==> src/rtl/uart_rx.sv <==
// UART receiver: 2-flop input synchronizer, mid-bit sampling FSM, and a
// valid/ready output register carrying each word with parity and framing status.
module uart_rx #(
    parameter int    clk_rate = 50_000_000,
    parameter int    Baud     = 115200,
    parameter int    Word_len = 8,
    parameter string PARITY   = "even"
) (
    input  logic                clk,
    input  logic                rst,
    input  logic                Uart_rx,
    output logic [Word_len-1:0] rx_data,
    output logic                rx_data_valid,
    input  logic                rx_data_ready,
    output logic                parity_err,
    output logic                frame_err,
    output logic                overrun_err
);

    localparam int Baud_div = clk_rate / Baud;
    localparam int Half_div = Baud_div / 2;
    localparam int CNT_W    = (Baud_div > 1) ? $clog2(Baud_div) : 1;
    localparam int BIT_W    = (Word_len > 1) ? $clog2(Word_len) : 1;

    localparam logic [CNT_W-1:0] BAUD_LAST = CNT_W'(Baud_div - 1);
    localparam logic [CNT_W-1:0] HALF_LAST = CNT_W'(Half_div - 1);
    localparam logic [BIT_W-1:0] BIT_LAST  = BIT_W'(Word_len - 1);
    localparam bit               PAR_EN    = (PARITY != "none");
    localparam bit               PAR_ODD   = (PARITY == "odd");

    typedef enum logic [2:0] {
        IDLE,
        START,
        DATA,
        PAR,
        STOP,
        BREAK
    } state_t;

    state_t              state;
    logic                rx_meta;
    logic                rx_s;
    logic [CNT_W-1:0]    baud_cnt;
    logic [BIT_W-1:0]    bit_cnt;
    logic [Word_len-1:0] shift_reg;
    logic                par_bit;
    logic                par_mismatch;

    // Parity error for the word currently in the shift register; the odd case
    // simply inverts the expected bit, and no parity means never an error.
    assign par_mismatch = PAR_EN && (par_bit ^ (^shift_reg) ^ PAR_ODD);

    // Two-flop synchronizer; both stages reset to the idle (high) line level.
    always_ff @(posedge clk) begin
        if (rst) begin
            rx_meta <= 1'b1;
            rx_s    <= 1'b1;
        end else begin
            rx_meta <= Uart_rx;
            rx_s    <= rx_meta;
        end
    end

    // Receive FSM plus output register; the FSM never waits on the consumer.
    always_ff @(posedge clk) begin
        if (rst) begin
            state         <= IDLE;
            baud_cnt      <= '0;
            bit_cnt       <= '0;
            shift_reg     <= '0;
            par_bit       <= 1'b0;
            rx_data       <= '0;
            rx_data_valid <= 1'b0;
            parity_err    <= 1'b0;
            frame_err     <= 1'b0;
            overrun_err   <= 1'b0;
        end else begin
            overrun_err <= 1'b0;
            if (rx_data_valid && rx_data_ready) begin
                rx_data_valid <= 1'b0;
            end

            case (state)
                IDLE: begin
                    if (!rx_s) begin
                        state    <= START;
                        baud_cnt <= '0;
                    end
                end

                START: begin
                    if (baud_cnt == HALF_LAST) begin
                        baud_cnt <= '0;
                        bit_cnt  <= '0;
                        state    <= rx_s ? IDLE : DATA;
                    end else begin
                        baud_cnt <= baud_cnt + 1'b1;
                    end
                end

                DATA: begin
                    if (baud_cnt == BAUD_LAST) begin
                        baud_cnt  <= '0;
                        shift_reg <= {rx_s, shift_reg[Word_len-1:1]};
                        if (bit_cnt == BIT_LAST) begin
                            state <= PAR_EN ? PAR : STOP;
                        end else begin
                            bit_cnt <= bit_cnt + 1'b1;
                        end
                    end else begin
                        baud_cnt <= baud_cnt + 1'b1;
                    end
                end

                PAR: begin
                    if (baud_cnt == BAUD_LAST) begin
                        baud_cnt <= '0;
                        par_bit  <= rx_s;
                        state    <= STOP;
                    end else begin
                        baud_cnt <= baud_cnt + 1'b1;
                    end
                end

                STOP: begin
                    if (baud_cnt == BAUD_LAST) begin
                        baud_cnt <= '0;
                        state    <= rx_s ? IDLE : BREAK;
                        if (!rx_data_valid || rx_data_ready) begin
                            rx_data       <= shift_reg;
                            parity_err    <= par_mismatch;
                            frame_err     <= ~rx_s;
                            rx_data_valid <= 1'b1;
                        end else begin
                            overrun_err <= 1'b1;
                        end
                    end else begin
                        baud_cnt <= baud_cnt + 1'b1;
                    end
                end

                BREAK: begin
                    if (rx_s) begin
                        state <= IDLE;
                    end
                end

                default: state <= IDLE;
            endcase
        end
    end

endmodule

==> config.mk <==
export PLATFORM = sky130hd
export DESIGN_NAME = uart_rx
export DESIGN_NICKNAME = d
export VERILOG_FILES = /design/src/rtl/uart_rx.sv
export SDC_FILE = /design/constraint.sdc
export NUM_CORES = 1
export LEC_CHECK = 0
export CAP_MARGIN = 20
export CORE_MARGIN = 10
export CORE_UTILIZATION = 50
export CTS_CLUSTER_SIZE = 28
export DETAILED_ROUTE_END_ITERATION = 7
export PLACE_DENSITY = 0.83
export SYNTH_ARGS = -nofsm -noshare
export SYNTH_HDL_FRONTEND = slang
export SYNTH_SLANG_ARGS = --single-unit
==> constraint.sdc <==
create_clock -name clk -period 2.1 [get_ports clk]
set_clock_uncertainty 0.2 [all_clocks]
set_input_delay 0.315 -clock clk [delete_from_list [all_inputs] [get_ports clk]]
set_output_delay 0.315 -clock clk [all_outputs]
set_load 0.01 [all_outputs]
==> metrics.csv <==
stage,metric,value,unit
run_status,status,completed,
detailed_routing,route.vias.total,1467,
yosys,netlist_instances,197,
clock_tree,cts_made_buffers,5,
yosys,synth_most_common_cell,dfxtp_1,
grt,grt_pass1_vias,1371,
clock_tree,ctsHoldBuffers,0,
placement,dp.cells,261,
sta,period_share,0.898,
yosys,syn_area,1830,sq um
detailed_routing,via_per_inst,5.45,
yosys,synth_top_area_frac,0.416,
clock_tree,cts-resized-gates,0,
worst_setup_path,criticalPathCategory,flop to flop,
yosys,syn-num-nets,206,
die,dieWidth,80.5,microns
yosys,synth_top_area_cell,dfxtp_1,
die,die_y,80.5,microns
sta,fin_crit,1.89,ns
yosys,synthFlopType,dfxtp_1,
placement,place_congestion,0.822,
clock_tree,cts.sinks,38,
grt,grt_max_degree,15,
worst_setup_path,crit-reg2reg-launch,baud_cnt[1]$_SDFFE_PP0P_,
yosys,synth-seq-cells,38,
yosys,syn_avg_cell_area,9.29,sq um
detailed_routing,drtIter0Drc,108,
pwr,ir_worst_vdd,0.502,mV
placement,io_buffers,15,
sta,fmax,530,MHz
yosys,synthArstFlopShare,0,
worst_hold_path,min_path_type,flop to flop,
worst_setup_path,critPathMaxFanout,13,
clock_tree,clk_latency,0.29,ns
die,io_pins,16,
detailed_routing,route.detailed.drc,0,
finish,syn2layout_area_growth,21.0,%
die,fp.dieArea,6480,sq um
worst_hold_path,hp-start,rx_meta$_SDFF_PP1_,
finish,largest_register_ffs,9,
worst_setup_path,cp-startpoint,baud_cnt[1]$_SDFFE_PP0P_,
clock_tree,clockBufferDepth,2,
pwr,power_leakage,0.929,nW
pwr,power.density,802,nW/um^2
sta,relSlewSlack,0.764,
detailed_routing,dr.pass1.iters,4,
detailed_routing,wl_per_cell,13.2,microns
sta,hold_violations,0,
finish,fin_nets,231,
worst_setup_path,endpoint_kind,flop,
run,max_cap_viol_count,0,
worst_setup_path,cp.required,2.11,ns
yosys,yosysSeqAreaShare,0.416,
yosys,yosysWarnings,0,
detailed_routing,antenna_left,0,
die,core,3440,sq um
placement,dpl.hpwl,2550,microns
die,rows,21,
die,initial_utilization,0.532,
worst_setup_path,r2r_slack,0.21,ns
clock_tree,root_buffer,clkbuf_8,
clock_tree,clkTransAtPathRegs,0.08,ns
finish,antennaDiodeCount,0,
detailed_routing,wl,3560,microns
clock_tree,cts_setup_buffers,0,
yosys,synth_cell_types,45,
finish,final_cells,269,
yosys,synth-edff-count,0,
sta,setup_viol,0,
worst_setup_path,critPathLaunchType,flop,
clock_tree,tritoncts,done,
clock_tree,cts.htree.levels,2,
yosys,synth.area.top_cells,"dfxtp_1, mux2i_1, nor2_1",
grt,grt-ovfl-total,0,
grt,antenna_found_initial,0,
finish,drive_gt1_frac,0.135,
yosys,synth.cells.most_frequent,"dfxtp_1, nor2_1, mux2i_1, nand2_1, a21oi_1",
grt,grt_usage,0.117,
sta,slew_viol_final,0,
worst_setup_path,arrival,1.89,ns
sta,setup_tns,0,ns
sta,worst_slew_pin_slew,0.353,ns
grt,grt_pass1_wl,6100,microns
sta,rsz0062_at_grt,no,
-- cell families after synthesis --
kind of cell	Yosys count	share of synthesized area
simple gates	81	0.242
compound gates	38	0.147
flops	38	0.416
mux	17	0.0930
buf+inv	12	0.0321
xor+xnor	6	0.0362
fa+ha+maj	5	0.0342
-- layout by cell type (no fill, tap or decap), types with 2 or more instances in the layout --
cell type,instances
dfxtp_1,38
nor2_1,22
mux2i_1,17
nand2_1,17
clkdlybuf4s50_1,15
a21oi_1,12
buf_4,11
o22ai_1,8
nand2b_1,7
ha_1,5
clkbuf_8,5
inv_1,4
nor2b_1,4
nor4_1,4
nor3_1,4
or2_2,4
xnor2_1,4
nand3_1,3
and2_1,3
nor3b_2,2
and4bb_2,2
o31a_1,2
o21a_1,2
nand4_1,2
nor3b_1,2
o32ai_1,2
o21ba_2,2
bufinv_16,2
-- per-stage QoR --
step                 util  hold slack, ns  power (mW)  instance area, sq um  setup slack [ns]
detailed placement  0.603           0.204        1.04                  2080             0.182
finish              0.643           0.220        1.78                  2210             0.214
global placement    0.603           0.192        1.03                  2080             0.228
CTS                 0.643           0.226        1.79                  2210             0.214
global route        0.643           0.240        1.86                  2210            0.0760
floorplan               -           0.189       0.975                  1830             0.347
-- where the power goes --
group | internal (mW) | leakage, nW | total (mW) | switching, mW
clock network | 0.476 | 0.0683 | 0.748 | 0.272
logic | 0.106 | 0.554 | 0.257 | 0.151
registers | 0.742 | 0.307 | 0.772 | 0.0299
-- layer usage --
layer  wire [microns]  global-route usage  vias to the layer above
met3              166              0.0401                        5
met2             1640               0.182                       26
met4               61              0.0546                        0
met1             1690               0.141                      683
li1                 -                   -                      753
met5                0                   0                        -
-- worst paths after layout --
check	end	depth (start not counted)
min	rx_s$_SDFF_PP1_	1
min reg2reg	rx_s$_SDFF_PP1_	1
max reg2reg	state[0]$_SDFFE_PP0P_	7
max	state[0]$_SDFFE_PP0P_	7
-- critical path, stage by stage, from the launching register on --
cell and delay, ns:
dfxtp_1 0.38, inv_1 0.08, ha_1 0.17, and4b_1 0.25, a2bb2oi_1 0.18, buf_4 0.22
nor2_1 0.07, a311oi_1 0.25
-- cell type report --
cell class	instances	area, sq um
Clock buffer	5	68.8
Sequential cell	38	761
Timing Repair Buffer	26	233
Multi-Input combinational cell	147	1010
Clock inverter	3	68.8
Tap cell	46	57.6
Fill cell	280	1230
Inverter	4	15.0
No activity file was read; power rests on OpenSTA's default activity.
